[src/rtl/flog_trace_buffer.sv]
// flog_trace_buffer
//   A WIDTH-bit register with a clock enable. Each enabled cycle can also log
//   an event: a timestamped record {level, ts, O before update, I} is pushed
//   into a first-word-fall-through FIFO. The FIFO drains over a valid/ready
//   port. When the FIFO is full, new records are dropped and counted; the
//   datapath never stalls.
//
// Ports
//   CLK         clock, rising edge
//   ASYNCRESET  asynchronous reset, active high
//   I / O       register data in / registered data out
//   CE          clock enable for the register and for logging
//   EVT_VALID   log request this cycle
//   EVT_LEVEL   event level (0 DEBUG .. 3 ERROR)
//   LOG_LEVEL   threshold; an event passes when EVT_LEVEL >= LOG_LEVEL
//   RD_VALID    FIFO head valid
//   RD_READY    consumer accepts the head
//   RD_DATA     head record {level, ts, o_prev, i}, MSB first
//   COUNT       FIFO occupancy
//   DROP_COUNT  saturating count of records dropped while full
//   OVERFLOW    sticky flag, set on the first drop
//   DROP_CLR    synchronous clear of DROP_COUNT and OVERFLOW
module flog_trace_buffer #(
    parameter int WIDTH  = 8,
    parameter int DEPTH  = 16,
    parameter int TS_W   = 16,
    parameter int DROP_W = 16
) (
    input  logic                        CLK,
    input  logic                        ASYNCRESET,
    input  logic [WIDTH-1:0]            I,
    input  logic                        CE,
    output logic [WIDTH-1:0]            O,
    input  logic                        EVT_VALID,
    input  logic [1:0]                  EVT_LEVEL,
    input  logic [1:0]                  LOG_LEVEL,
    output logic                        RD_VALID,
    input  logic                        RD_READY,
    output logic [2+TS_W+2*WIDTH-1:0]   RD_DATA,
    output logic [$clog2(DEPTH):0]      COUNT,
    output logic [DROP_W-1:0]           DROP_COUNT,
    output logic                        OVERFLOW,
    input  logic                        DROP_CLR
);

    localparam int AW    = $clog2(DEPTH);
    localparam int CW    = AW + 1;
    localparam int REC_W = 2 + TS_W + 2 * WIDTH;
    localparam logic [CW-1:0] FULL_CNT = CW'(DEPTH);

    logic [REC_W-1:0] mem [DEPTH];
    logic [AW-1:0]    wr_ptr;
    logic [AW-1:0]    rd_ptr;
    logic [CW-1:0]    count;
    logic [TS_W-1:0]  ts;

    logic full;
    logic pop;
    logic push_req;
    logic push;
    logic drop;

    assign full     = (count == FULL_CNT);
    assign pop      = (count != '0) & RD_READY;
    assign push_req = CE & EVT_VALID & (EVT_LEVEL >= LOG_LEVEL);
    // A pop in the same cycle frees the head slot, so a full FIFO still accepts.
    assign push     = push_req & (~full | pop);
    assign drop     = push_req & full & ~pop;

    assign RD_VALID = (count != '0);
    assign RD_DATA  = mem[rd_ptr];
    assign COUNT    = count;

    always_ff @(posedge CLK or posedge ASYNCRESET) begin
        if (ASYNCRESET) begin
            O  <= '0;
            ts <= '0;
        end else begin
            ts <= ts + TS_W'(1);
            if (CE) begin
                O <= I;
            end
        end
    end

    // Storage needs no reset: RD_DATA is only meaningful while RD_VALID is high.
    always_ff @(posedge CLK) begin
        if (push) begin
            mem[wr_ptr] <= {EVT_LEVEL, ts, O, I};
        end
    end

    always_ff @(posedge CLK or posedge ASYNCRESET) begin
        if (ASYNCRESET) begin
            wr_ptr <= '0;
            rd_ptr <= '0;
            count  <= '0;
        end else begin
            if (push) begin
                wr_ptr <= wr_ptr + AW'(1);
            end
            if (pop) begin
                rd_ptr <= rd_ptr + AW'(1);
            end
            case ({push, pop})
                2'b10:   count <= count + CW'(1);
                2'b01:   count <= count - CW'(1);
                default: count <= count;
            endcase
        end
    end

    // A clear coinciding with a drop leaves exactly that one drop recorded.
    always_ff @(posedge CLK or posedge ASYNCRESET) begin
        if (ASYNCRESET) begin
            DROP_COUNT <= '0;
            OVERFLOW   <= 1'b0;
        end else if (DROP_CLR) begin
            DROP_COUNT <= drop ? DROP_W'(1) : '0;
            OVERFLOW   <= drop;
        end else if (drop) begin
            if (DROP_COUNT != '1) begin
                DROP_COUNT <= DROP_COUNT + DROP_W'(1);
            end
            OVERFLOW <= 1'b1;
        end
    end

endmodule

[config.mk]
export PLATFORM = sky130hd
export DESIGN_NAME = flog_trace_buffer
export DESIGN_NICKNAME = d
export VERILOG_FILES = /design/src/rtl/flog_trace_buffer.sv
export SDC_FILE = /design/constraint.sdc
export NUM_CORES = 1
export LEC_CHECK = 0
export ABC_AREA = 1
export ABC_CLOCK_PERIOD_IN_PS = 3300
export CORE_ASPECT_RATIO = 0.5
export CORE_MARGIN = 2
export CORE_UTILIZATION = 50
export DETAILED_ROUTE_END_ITERATION = 16
export GPL_TIMING_DRIVEN = 0
export PLACE_DENSITY = 0.67
export SLEW_MARGIN = 20
export SYNTH_ARGS = -nofsm -noshare
export SYNTH_HDL_FRONTEND = slang
export SYNTH_SLANG_ARGS = --single-unit
[constraint.sdc]
create_clock -name CLK -period 3.3 [get_ports CLK]
set_input_delay 0.825 -clock CLK [delete_from_list [all_inputs] [get_ports CLK]]
set_output_delay 0.825 -clock CLK [all_outputs]
set_load 0.01 [all_outputs]
Yosys cells after proc, flatten, opt, wreduce, memory -nomap -nowiden --
Memories as Yosys holds them, arrays and structs flattened. Cells that the tools add are included.
Word-level totals: flip-flop bits (word level) 54, latch bits 0, memory bits (writable) 544, memory bits (read-only) 0, input port bits 18, memories kept 1
Cells by class: add/subtract/negate cells 6, $mul 0, div/mod/pow operators 0, magnitude comparators 1, equal/unequal tests 4, shift-type cells 0, mux-type cells 9, bitwise gates (word level) 9, reduce and logical (&&, ||, !) cells 5
Memory list:
- mem | depth 16, width 34, rd ports 1, clocked after memory_dff 0, wr ports 1, line 51 | logic [REC_W-1:0] mem [DEPTH];
Operators with widths (count):
- 2-to-1 mux 16 bit | 3
- adder 16 x 1 -> 16 bit (second input constant) | 2
- != test 16 bit (second input constant) | 1
- case mux 5 bit (2 select lines) | 1
- adder 4 x 1 -> 4 bit (second input constant) | 2
- AND 1 bit | 6
- nonzero test 2 bit | 3
- adder 5 x 1 -> 5 bit (second input constant) | 1
- equality test 5 bit (second input constant) | 1
- 2-to-1 mux 1 bit | 5
- nonzero test 5 bit | 1
- subtractor 5 x 1 -> 5 bit (second input constant) | 1
- equality test 2 x 1 -> 1 bit (second input constant) | 1
- equality test 2 bit (second input constant) | 1
- >= comparator 2 bit | 1
- inverter 1 bit | 2
- AND reduction 2 bit | 1
- OR 1 bit | 1

Logic depth before layout (Yosys ltp) --
Gate-level depths: netlist (run 1).
word-level depth 6, gate-level depth with buffers 19, depth with buffers taken out 19

Worst setup path before layout (run 1) --
No wires, ideal clock.
path type input to register, from input port LOG_LEVEL[1], to memory mem[11][0] (netlist bit) (enable), setup time 0.425 ns, arrival time 3.238 ns, path slack -0.363 ns, stages on the path 8, buffers on the path 0, cells stage by stage inv_1 -> ha_1 -> nand2_1 -> nand3b_1 -> nand2_4 -> nor2_2 -> nand2_1 -> nor2_1
Between the ends: word-level cells in the longest chain between the ends 5
RTL lines:
- start: declaration | line 36 | input logic [1:0] LOG_LEVEL,
- >= comparator 2 bit | line 65 | assign push_req = CE & EVT_VALID & (EVT_LEVEL >= LOG_LEVEL);
- AND 1 bit | line 65
- AND 1 bit | line 67 | assign push = push_req & (~full | pop);
- 2-to-1 mux 1 bit | line 88 | if (push) begin
- 2-to-1 mux 1 bit (not written as such) | line 89 | mem[wr_ptr] <= {EVT_LEVEL, ts, O, I};
- end: declaration | line 51
No other way between the ends.

Final worst setup path (run 1) --
from register rd_ptr[0], to output port RD_DATA[29]
Between the ends: word-level cells in the longest chain between the ends 1
RTL lines:
- start: declaration | line 53 | logic [AW-1:0] rd_ptr;
- start signal: assignment | line 103 | rd_ptr <= rd_ptr + AW'(1);
- memory read (16 x 34 bit)
- end: declaration | line 39 | output logic [2+TS_W+2*WIDTH-1:0] RD_DATA,
No other way between the ends.

==> flow_summary.rst, run 1 <==
.. list-table::
   :header-rows: 1

   * - Metric
     - Value
   * - Run status
     - finished, violations left
   * - Failing checks
     - negative setup slack
   * - Overall die height
     - 159 µm
   * - EDFF count, synth
     - 544
   * - Cells after Synth
     - 1681
   * - Share of the yosys chip area belonging to registers
     - 73.5%
   * - Fin Setup TNS
     - -56.4 ps
   * - Ant diodes
     - 0
   * - TritonCTS clock tree
     - done
   * - Post-synth cell types
     - 47
   * - Kind of start point of the critical path
     - flop
   * - Average wire per cell in the routed design
     - 27.7 µm
   * - Largest net degree at the start of global routing
     - 47
   * - Leakage power
     - 10.0 nW
   * - Tcrit/Tclk final
     - 101%
   * - Transition time of the tightest slew-check pin
     - 793 ps
   * - Total number of vias
     - 15851
   * - Fin worst setup slack
     - -46.4 ps
   * - Later-pin clock latency in the skew report
     - 610 ps
   * - R2R Setup Slk
     - 750 ps
   * - Final Setup Violations
     - 3
   * - H-tree depth reported by CTS
     - 2
   * - Required arrival time at the worst endpoint
     - 2470 ps
   * - Grt ovf
     - 0
   * - Core Area
     - 47200 µm²
   * - Cell type group with the largest total delay on the critical path
     - buffers and inverters
   * - Total routing usage reported by global routing
     - 28.0%
   * - Fraction of layout instances using a drive strength above 1
     - 18.5%
   * - Cells along the critical path
     - buf_12 > buf_12 > buf_12 > buf_12 > mux2i_2 > o221ai_1 > o211ai_1 > nand2_1 > buf_2
   * - Crit path capture type
     - primary output
   * - Ratio of total power to cell area
     - 828 nW/µm²
   * - Slowest cell delay on critical path
     - 390 ps
   * - Clock Tree Root
     - clkbuf_16
   * - Die width
     - 314 µm
   * - Slew HR
     - 47.1%
   * - Count of standard-cell rows
     - 56
   * - Number of antenna-violating nets in the routed design
     - 0
   * - Net count after synthesis
     - 1710
   * - Layout net count
     - 1894
   * - Largest fanout on the critical path
     - 10
   * - # clock sinks
     - 598
   * - Number of failing hold endpoints at the final stage
     - 0
   * - Clock-pin slew reported for the worst setup and hold paths after clock tree synthesis
     - 70 ps
   * - Layout Utilization
     - 61.8%
   * - Power consumption
     - 24.2 mW
   * - Crit path top cell by count
     - buf_12
   * - Flops & latches, synth
     - 598
   * - Effective utilization at floorplan
     - 51.0%
   * - Post-route minimum period
     - 3350 ps
   * - Final estimated routing congestion in global placement
     - 0.828
   * - Global-route wire length before repair
     - 102000 µm
   * - Pins over their slew limit
     - 0
   * - Class of the most critical setup path
     - reg -> out
   * - WP data arrival
     - 2520 ps
   * - First DRT Iteration DRCs
     - 2413
   * - Number of antenna violations at the first check in global routing
     - 0
   * - Max_cap viols
     - 0
   * - Class of the tightest hold or removal check
     - in -> async
   * - Maximum buffer depth of the clock tree
     - 3
   * - Buffers plus inverters on the worst setup path
     - 5
   * - Number of buffers created by CTS
     - 52
   * - VDD IR max
     - 535 µV
   * - Fraction of post-synthesis cell area in the top cell type by area
     - 67.9%
   * - Synth top area cells
     - edfxtp_1 (68%), dfrtp_1 (5.6%), mux2i_1 (4.2%), nor2_1 (3.7%), o221ai_1 (3.6%)
   * - Estimated wirelength of the detail-placed design
     - 44800 µm
   * - Vias in the first global route
     - 15410
   * - Cell taking the most area after synthesis
     - edfxtp_1
   * - Detailed-router iteration count before antenna repair
     - 5
   * - Mapped cell area
     - 24100 µm²
   * - Filler cell count
     - 3412
   * - Count of port buffers added during placement
     - 80
   * - Prevailing post-synth register cell
     - edfxtp_1
   * - Post-detailed-routing wire length
     - 70600 µm
   * - Area growth from synthesis to layout
     - 21.3%
   * - Vias per cell
     - 6.23
   * - Final routed DRC violation total
     - 0
   * - Fmax
     - 299 MHz
   * - Library cell contributing the largest single delay on the critical path
     - dfrtp_2
   * - CTS hold repair buffers
     - 0
   * - Top-level port count
     - 83
   * - Overall die area
     - 50000 µm²
   * - Skew final
     - 35.0 ps
   * - Proportion of synthesized flip-flops having asynchronous set or reset
     - 9.03%
   * - Mean instance size in the synthesized netlist
     - 14.3 µm²
   * - Yosys Warn Count
     - 0
   * - Unrepaired setup endpoints after global routing
     - yes
[kinds of logic (layout without fill, tap and decap cells)]
logic type / after synthesis / in the layout / synth area share [%]
fa+ha+maj: 11 / 11 / 0.572
mux: 108 / 108 / 4.54
simple gates: 439 / 439 / 7.77
xor+xnor: 27 / 27 / 0.983
compound gates: 334 / 334 / 9.59
flops: 598 / 598 / 73.5
buf+inv: 164 / 390 / 3.01
[cell usage after synthesis, types with 3 or more instances]
library cell and n:
buf_2 30, o21ai_0 151, nand2_1 103, nand3_1 56, ha_1 11, buf_1 4
mux2_2 8, mux2i_1 100, nand2_2 5, o31ai_1 4, buf_4 14, o211ai_1 32
o221ai_1 100, nand4_1 7, xor2_1 25, nor2_1 238, inv_2 7, nor3_1 13
inv_1 49, o22ai_1 4, o32ai_1 32, dfrtp_1 54, clkbuf_1 56, edfxtp_1 544
nor3_2 3
[through the flow]
stage | hold WS, ps | instances | instance area (µm²) | setup WS [ps]
CTS | 475 | 2539 | 28800 | -261
finish | 483 | 2545 | 29200 | -46.4
global route | 495 | 2545 | 29200 | -95.2
floorplan | 512 | 1681 | 24100 | -363
global placement | 478 | 2399 | 25700 | -3540
detailed placement | 476 | 2426 | 26400 | -1110
[layout by cell type, fill, tap and decap left out, types with 17 or more instances in the layout]
master / synthesis / routed
nand2_1: 103 / 101
o32ai_1: 32 / 22
buf_4: 14 / 18
dfrtp_1: 54 / 51
clkbuf_4: 0 / 19
edfxtp_1: 544 / 544
o221ai_1: 100 / 95
mux2i_1: 100 / 87
xor2_1: 25 / 25
inv_1: 49 / 47
buf_2: 30 / 17
nor2_4: 2 / 20
clkbuf_16: 0 / 52
o211ai_1: 32 / 32
buf_12: 0 / 36
clkbuf_2: 0 / 35
o21ai_0: 151 / 140
nor2_1: 238 / 214
nand3_1: 56 / 54
clkdlybuf4s50_1: 0 / 44
[where the power goes]
group | internal (mW) | switching, mW
registers | 8.56 | 0.222
clock network | 3.31 | 2.80
logic | 3.42 | 5.84
[timing repair]
| action | in CTS | in global routing |
|---|---|---|
| cloned | 2 | 0 |
| endpoints found under the hold margin | 0 | 0 |
| resized for setup | 241 | 124 |
| pin swaps | 34 | 30 |
| buffers inserted | 16 | 7 |
| setup endpoints to repair | 518 | 63 |
[routing by layer]
| layer | up-vias | global-route usage (%) | share of wire [%] |
|---|---|---|---|
| met5 | - | 0 | 0 |
| met4 | 0 | 7.53 | 2.6 |
| met3 | 156 | 6.37 | 12 |
| met2 | 1035 | 42.7 | 45 |
| met1 | 7902 | 40.7 | 40 |
| li1 | 6758 | - | - |
[state kept, by name, indices dropped and copies added (netlist names)]
signal / count
COUNT: 5
DROP_COUNT: 16
O: 8
OVERFLOW: 1
mem: 544
rd_ptr: 4
ts: 16
wr_ptr: 4
[layout make-up]
cell class | count | area [µm²] | area share (%)
multi-input cells | 919 | 6030 | 20.7
clock buffers | 62 | 1340 | 4.59
repair buffers | 132 | 1720 | 5.88
flip-flops and latches | 598 | 17700 | 60.7
clock inverters | 34 | 324 | 1.11
inverters | 58 | 229 | 0.785
well taps | 638 | 798 | 2.74
plain buffers | 104 | 1040 | 3.57
[path summary, 6_finish.rpt]
check,startpoint,end,cells after the start
max,rd_ptr[0],RD_DATA[29],9
min,ASYNCRESET,COUNT[3],2
max reg2reg,ts[0],ts[14],7
min reg2reg,OVERFLOW,OVERFLOW,2
max in group asynchronous,ASYNCRESET,rd_ptr[1],3
min in group CLK,OVERFLOW,OVERFLOW,2
(Power assumes the default switching activity.)
==> inputs of run 2 (changes only) <==
--- a/config.mk
+++ b/config.mk
@@ -7,7 +7,6 @@
 export LEC_CHECK = 0
 export ABC_AREA = 1
 export ABC_CLOCK_PERIOD_IN_PS = 3300
-export CORE_ASPECT_RATIO = 0.5
 export CORE_MARGIN = 2
 export CORE_UTILIZATION = 50
 export DETAILED_ROUTE_END_ITERATION = 16
==> run 2 against run 1 <==
  * The flow still finishes with violations (negative setup slack)
  * Maximum frequency is 2.9% lower
  * Final area is 3.8% higher
  * Register-to-register slack worse by 70 ps
  * Utilization up 1.7 points
  * Flip-flop and latch count unchanged
  * First-iteration DRC count shrank 11%
  * Routed wire length rose by 3.6%
  * Sequential share of layout area is 2.2 points lower
  * Critical path type unchanged
==> flow_summary.rst, run 2 (synthesis results as in run 1) <==
.. list-table::
   :header-rows: 1

   * - Metric
     - Value
   * - WP data arrival
     - 2620 ps (+100 ps)
   * - Final estimated routing congestion in global placement
     - 0.842 (+1.7%)
   * - Class of the tightest hold or removal check
     - reg -> reg
   * - Net switching power of the design
     - 9.45 mW (+6.6%)
   * - Average wire per cell in the routed design
     - 28.4 µm (+2.5%)
   * - Registers with the highest flip-flop counts
     - mem: 544 flops, DROP_COUNT: 16 flops, ts: 16 flops
   * - Count of port buffers added during placement
     - 80 (unchanged)
   * - Area growth from synthesis to layout
     - 25.9%
   * - Failing checks
     - negative setup slack
   * - VDD IR max
     - 589 µV (+10%)
   * - Layout Utilization
     - 63.5% (+1.7 points)
   * - Final routed DRC violation total
     - 0 (unchanged)
   * - Leading cell type in the layout, fill and taps excluded
     - edfxtp_1
   * - Global-route wire length before repair
     - 105000 µm (+3.1%)
   * - Run status
     - finished, violations left
   * - Overall die height
     - 223 µm (+40%)
   * - Fraction of layout instances using a drive strength above 1
     - 27.3% (+8.9 points)
   * - Clock Tree Root
     - clkbuf_16
   * - Total number of vias
     - 16138 (+1.8%)
   * - Overall die area
     - 49900 µm² (-0.21%)
   * - Class of the most critical setup path
     - reg -> out
   * - Ratio of total power to cell area
     - 845 nW/µm² (+2.0%)
   * - Number of flip-flops under the largest register name
     - 544 (unchanged)
   * - Top register by number of flip-flops
     - mem
   * - Pins over their slew limit
     - 0 (unchanged)
   * - Effective utilization at floorplan
     - 50.5% (-0.53 points)
   * - Final Setup Violations
     - 16 (+13)
   * - Proportion of power drawn by the clock network
     - 25.8% (+0.5 points)
   * - Portion of total power attributed to sequential cells
     - 34.4% (-2.0 points)
   * - Core Area
     - 47600 µm² (+1.0%)
   * - Later-pin clock latency in the skew report
     - 630 ps (+20 ps)
   * - Logic pwr share
     - 39.8% (+1.4 points)
   * - Die width
     - 223 µm (-29%)
   * - Post-detailed-routing wire length
     - 73100 µm (+3.6%)
   * - Tcrit/Tclk final
     - 104% (+3.1 points)
   * - Maximum buffer depth of the clock tree
     - 3 (unchanged)
   * - TritonCTS clock tree
     - done
   * - Count of standard-cell rows
     - 80 (+43%)
   * - Kind of start point of the critical path
     - flop
   * - Power consumption
     - 25.6 mW (+5.8%)
   * - Largest fanout on the critical path
     - 10 (unchanged)
   * - Ant diodes
     - 0 (unchanged)
   * - Number of buffers created by CTS
     - 59 (+13%)
   * - Estimated wirelength of the detail-placed design
     - 45900 µm (+2.4%)
   * - Number of antenna-violating nets in the routed design
     - 0 (unchanged)
   * - Vias in the first global route
     - 16125 (+4.6%)
   * - Number of failing hold endpoints at the final stage
     - 0 (unchanged)
   * - Detailed-router iteration count before antenna repair
     - 5 (unchanged)
   * - Cell Int Power
     - 16.1 mW (+5.4%)
   * - Number of antenna violations at the first check in global routing
     - 0 (unchanged)
   * - Top library cells by usage in the layout, fill and taps aside
     - edfxtp_1 (544), nor2_1 (141), o21ai_0 (127)
   * - Leakage power
     - 10.3 nW (+3.3%)
   * - Max_cap viols
     - 0 (unchanged)
   * - Required arrival time at the worst endpoint
     - 2470 ps (about the same)
   * - # clock sinks
     - 598 (unchanged)
   * - Slew HR
     - 47.0% (-0.15 points)
   * - Post-route minimum period
     - 3450 ps (+101 ps)
   * - Start point of the worst min-delay path
     - OVERFLOW
   * - Grt ovf
     - 0 (unchanged)
   * - First DRT Iteration DRCs
     - 2146 (-11%)
   * - Worst Hold Margin
     - 484 ps (+0.923 ps)
   * - Layout net count
     - 1936 (+2.2%)
   * - Crit path capture type
     - primary output
   * - Fmax
     - 290 MHz (-2.9%)
   * - Vias per cell
     - 6.27 (+0.70%)
   * - Filler cell count
     - 3347 (-1.9%)
   * - Setup Slack @ Placement
     - -1230 ps (-118 ps)
   * - R2r startpoint
     - ts[0]
   * - Largest net degree at the start of global routing
     - 29 (-38%)
   * - Transition time of the tightest slew-check pin
     - 796 ps (+2.25 ps)
   * - Unrepaired setup endpoints after global routing
     - yes
   * - Total routing usage reported by global routing
     - 29.2% (+1.2 points)
   * - Top-level port count
     - 83 (unchanged)
   * - Skew final
     - 22.7 ps (-12.3 ps)
   * - H-tree depth reported by CTS
     - 2 (unchanged)
   * - Fin worst setup slack
     - -148 ps (-101 ps)
   * - Fraction of power spent switching nets
     - 37.0% (+0.26 points)
   * - Start point of the critical path
     - rd_ptr[0]
   * - Clock-pin slew reported for the worst setup and hold paths after clock tree synthesis
     - 60 ps (about the same)
## run 2: worst paths after layout
path	cells past startpoint	to	slack (ps)
max	10	RD_DATA[18]	-150
min	2	OVERFLOW	480
max reg2reg	7	ts[14]	680
min reg2reg	2	OVERFLOW	480
max in group asynchronous	3	rd_ptr[1]	2190
min in group asynchronous	2	COUNT[0]	540
## run 2: layout make-up
cell class              instances  area (µm²)  share of cell area, %
flip-flops and latches        598       17700                   58.4
multi-input cells             919        6560                   21.7
inverters                      58         225                  0.744
plain buffers                 100        1020                   3.37
repair buffers                171        2120                   7.01
clock buffers                  85        1650                   5.44
well taps                     615         769                   2.54
clock inverters                27         239                  0.789
## run 2: power by group through the flow
stage | Clock (mW) | Combinational (mW) | Sequential [mW]
2_1_floorplan | 0 | 4.32 | 8.87
3_3_place_gp | 0 | 7.81 | 8.91
3_5_place_dp | 0 | 8.10 | 8.91
4_1_cts | 6.61 | 9.49 | 8.77
5_1_grt | 6.91 | 10.6 | 8.82
6_report | 6.60 | 10.2 | 8.79
## run 2: layer usage
metal | part of all wire, % | routed length [µm] | track usage, %
met2 | 48 | 35300 | 47.7
met5 | 0 | 0 | 0
met4 | 4.5 | 3280 | 14.0
met3 | 9.3 | 6830 | 5.60
met1 | 38 | 27800 | 37.9
## run 2: timing repair
| item | in CTS | in global routing |
|---|---|---|
| buffers inserted | 54 | 5 |
| pin swaps | 106 | 85 |
| gates resized for setup | 436 | 155 |
| gates cloned | 5 | 1 |
| endpoints found under the setup margin | 578 | 567 |
| hold buffers | 0 | 0 |
## run 2: through the flow
stage	instance area, µm²	setup TNS [ps]	instances
3_5_place_dp	26400	-563370	2404
5_1_grt	30300	-2110	2573
6_report	30300	-837	2573
4_1_cts	29800	-1110	2574
2_1_floorplan	24100	-122920	1681
3_3_place_gp	25600	-1612300	2376
## run 2: worst max-delay path, stage by stage, from the launching register on
cell        delay (ps)
dfrtp_1            380
buf_8              140
clkinvlp_4         190
buf_8              200
buf_6              120
buf_6              140
nor2_1             130
o221ai_1           200
o211ai_1           210
nand2_1            120
buf_2              160
==> inputs of run 3 (changes only) <==
--- a/config.mk
+++ b/config.mk
@@ -8,10 +8,10 @@
 export ABC_AREA = 1
 export ABC_CLOCK_PERIOD_IN_PS = 3300
 export CORE_MARGIN = 2
-export CORE_UTILIZATION = 50
+export CORE_UTILIZATION = 61
 export DETAILED_ROUTE_END_ITERATION = 16
 export GPL_TIMING_DRIVEN = 0
-export PLACE_DENSITY = 0.67
+export PLACE_DENSITY = 0.79
 export SLEW_MARGIN = 20
 export SYNTH_ARGS = -nofsm -noshare
 export SYNTH_HDL_FRONTEND = slang
==> run 3 against run 2 <==
  * The run still ends with negative setup slack left
  * Hold slack improved by 12 ps
  * Register-to-register slack lost 20 ps
  * First-iteration DRC count increased by 18%
  * Highest routed layer unchanged
  * Final area fell by 3.2%
  * Utilization rose by 12 points
  * Count of clock-buffer cells in the layout down 12
==> flow_summary.rst, run 3 (synthesis results as in run 1) <==
.. list-table::
   :header-rows: 1

   * - Metric
     - Value
   * - Buffers plus inverters on the worst setup path
     - 6 (unchanged)
   * - R2r startpoint
     - ts[0]
   * - Number of flip-flops under the largest register name
     - 544 (unchanged)
   * - Leakage power
     - 10.1 nW (-2.1%)
   * - Top-level port count
     - 83 (unchanged)
   * - Maximum buffer depth of the clock tree
     - 3 (unchanged)
   * - Overall die area
     - 41000 µm² (-18%)
   * - Ratio of total power to cell area
     - 840 nW/µm² (-0.54%)
   * - Start point of the worst min-delay path
     - OVERFLOW
   * - Effective utilization at floorplan
     - 61.9% (+11 points)
   * - Slowest cell delay on critical path
     - 390 ps (about the same)
   * - Clock-pin slew reported for the worst setup and hold paths after clock tree synthesis
     - 70 ps (about the same)
   * - Area growth from synthesis to layout
     - 21.8%
   * - Largest fanout on the critical path
     - 6 (-4)
   * - Required arrival time at the worst endpoint
     - 2470 ps (about the same)
   * - Vias in the first global route
     - 16730 (+3.8%)
   * - Core Area
     - 38800 µm² (-19%)
   * - Max_cap viols
     - 0 (unchanged)
   * - Unrepaired setup endpoints after global routing
     - yes
   * - # clock sinks
     - 598 (unchanged)
   * - Count of port buffers added during placement
     - 80 (unchanged)
   * - Clock Tree Root
     - clkbuf_16
   * - Setup Slack @ Placement
     - -1110 ps (+118 ps)
   * - Run status
     - finished, violations left
   * - Library cell contributing the largest single delay on the critical path
     - dfrtp_1
   * - Fin worst setup slack
     - -73.2 ps (+74.4 ps)
   * - Global-route wire length before repair
     - 105000 µm (-0.33%)
   * - Failing checks
     - negative setup slack
   * - Grt ovf
     - 0 (unchanged)
   * - Layout net count
     - 1910 (-1.3%)
   * - Start point of the critical path
     - rd_ptr[0]
   * - Count of standard-cell rows
     - 72 (-10%)
   * - Cells along the critical path
     - buf_6 > clkinvlp_4 > buf_6 > buf_12 > buf_12 > nor2_2 > o32ai_2 > o211ai_1 > nand2_1 > dlygate4sd2_1
   * - TritonCTS clock tree
     - done
   * - Largest net degree at the start of global routing
     - 29 (unchanged)
   * - Leading cell type in the layout, fill and taps excluded
     - edfxtp_1
   * - Top library cells by usage in the layout, fill and taps aside
     - edfxtp_1 (544), nor2_1 (181), o21ai_0 (140)
   * - Pins over their slew limit
     - 0 (unchanged)
   * - Post-detailed-routing wire length
     - 72900 µm (-0.36%)
   * - Class of the tightest hold or removal check
     - reg -> reg
   * - CTS hold repair buffers
     - 0 (unchanged)
   * - Kind of start point of the critical path
     - flop
   * - VDD IR max
     - 472 µV (-20%)
   * - Later-pin clock latency in the skew report
     - 640 ps (about the same)
   * - Fmax
     - 296 MHz (+2.2%)
   * - Skew final
     - 29.1 ps (+6.36 ps)
   * - First DRT Iteration DRCs
     - 2524 (+18%)
   * - Crit path capture type
     - primary output
   * - Transition time of the tightest slew-check pin
     - 842 ps (+46.2 ps)
   * - Filler cell count
     - 2137 (-36%)
   * - Total routing usage reported by global routing
     - 35.4% (+6.2 points)
   * - Vias per cell
     - 6.79 (+8.3%)
   * - Registers with the highest flip-flop counts
     - mem: 544 flops, DROP_COUNT: 16 flops, ts: 16 flops
   * - Post-route minimum period
     - 3370 ps (-74.4 ps)
   * - Number of failing hold endpoints at the final stage
     - 0 (unchanged)
   * - H-tree depth reported by CTS
     - 2 (unchanged)
   * - Class of the most critical setup path
     - reg -> out
   * - Final routed DRC violation total
     - 0 (unchanged)
   * - Final estimated routing congestion in global placement
     - 0.893 (+6.1%)
   * - Fraction of layout instances using a drive strength above 1
     - 21.9% (-5.4 points)
   * - Average wire per cell in the routed design
     - 29.8 µm (+4.7%)
   * - Total number of vias
     - 16630 (+3.0%)
   * - Final Setup Violations
     - 10 (-6)
   * - Slew HR
     - 43.9% (-3.1 points)
   * - Cell type group with the largest total delay on the critical path
     - buffers and inverters
   * - Detailed-router iteration count before antenna repair
     - 8 (+3)
   * - Number of buffers created by CTS
     - 56 (-5.1%)
   * - Number of antenna violations at the first check in global routing
     - 1 (+1)
   * - Worst Hold Margin
     - 496 ps (+11.7 ps)
   * - WP data arrival
     - 2550 ps (-70 ps)
   * - Die width
     - 203 µm (-9.3%)
   * - Number of antenna-violating nets in the routed design
     - 0 (unchanged)
   * - Top register by number of flip-flops
     - mem
   * - Tcrit/Tclk final
     - 102% (-2.3 points)
   * - Estimated wirelength of the detail-placed design
     - 43900 µm (-4.3%)
   * - Overall die height
     - 203 µm (-9.3%)
==> run 3: changes by cell type in the layout (fill, tap and decap cells not counted), sizes merged <==
cell	change
clkbuf	-3
clkinvlp	-2
clkinv	+8
dlymetal6s2s	+2
dlygate4sd2	+4
diode	+2
buf	-38
==> run 3: tightest hold or removal path, delay by kind of cell (launching register included) <==
kind / cells / cell delay (ps)
flops: 1 / 350
simple gates: 2 / 110
==> run 3: stage by stage <==
step	std cells	cell area [µm²]	util [%]	setup TNS [ps]	power [mW]
3_5_place_dp	2304	26200	67.4	-469410	16.8
4_1_cts	2447	29100	74.9	-1020	23.9
5_1_grt	2447	29300	75.4	-336	25.2
3_3_place_gp	2279	25500	65.7	-1458420	16.5
6_report	2449	29300	75.5	-393	24.6
2_1_floorplan	1681	24100	-	-122920	13.2
==> run 3: layer usage <==
| layer | wire (µm) | GRT usage (%) | share of wire (%) | up-vias |
|---|---|---|---|---|
| met2 | 33800 | 54.9 | 46 | 1482 |
| met5 | 0 | 0 | 0 | - |
| met3 | 9910 | 8.06 | 14 | 347 |
| li1 | - | - | - | 6783 |
| met4 | 4800 | 21.6 | 6.6 | 0 |
| met1 | 24400 | 45.9 | 33 | 8018 |
==> run 3: cell type report <==
cell class	instances	area, µm²	area share [%]
diodes	2	5.00	0.0171
plain buffers	101	1020	3.48
clock buffers	73	1550	5.28
clock inverters	33	230	0.786
inverters	58	225	0.769
multi-input cells	919	6170	21.0
flip-flops and latches	598	17700	60.4
well taps	518	648	2.21
repair buffers	147	1770	6.03
==> run 3: timing repair <==
item / CTS / global route
endpoints found under the setup margin: 531 / 558
gates cloned: 1 / 2
resized for setup: 348 / 93
hold endpoints to repair: 0 / 0
buffers inserted: 37 / 2
pin swaps: 59 / 49
==> run 3: power by group <==
part           internal (mW)  switching [mW]  leakage, nW
logic                   3.39            6.10         3.77
registers               8.56           0.229         5.48
clock network           3.52            2.81        0.877
total                   15.5            9.14         10.1
==> run 3: worst paths after layout <==
kind                                to  slack [ps]  cells after the start
setup reg to reg                ts[14]         660                      7
max in group asynchronous        ts[1]        2230                      3
hold reg to reg               OVERFLOW         500                      2
setup / recovery           RD_DATA[21]         -70                     10
hold / removal                OVERFLOW         500                      2
min in group asynchronous     COUNT[0]         550                      2
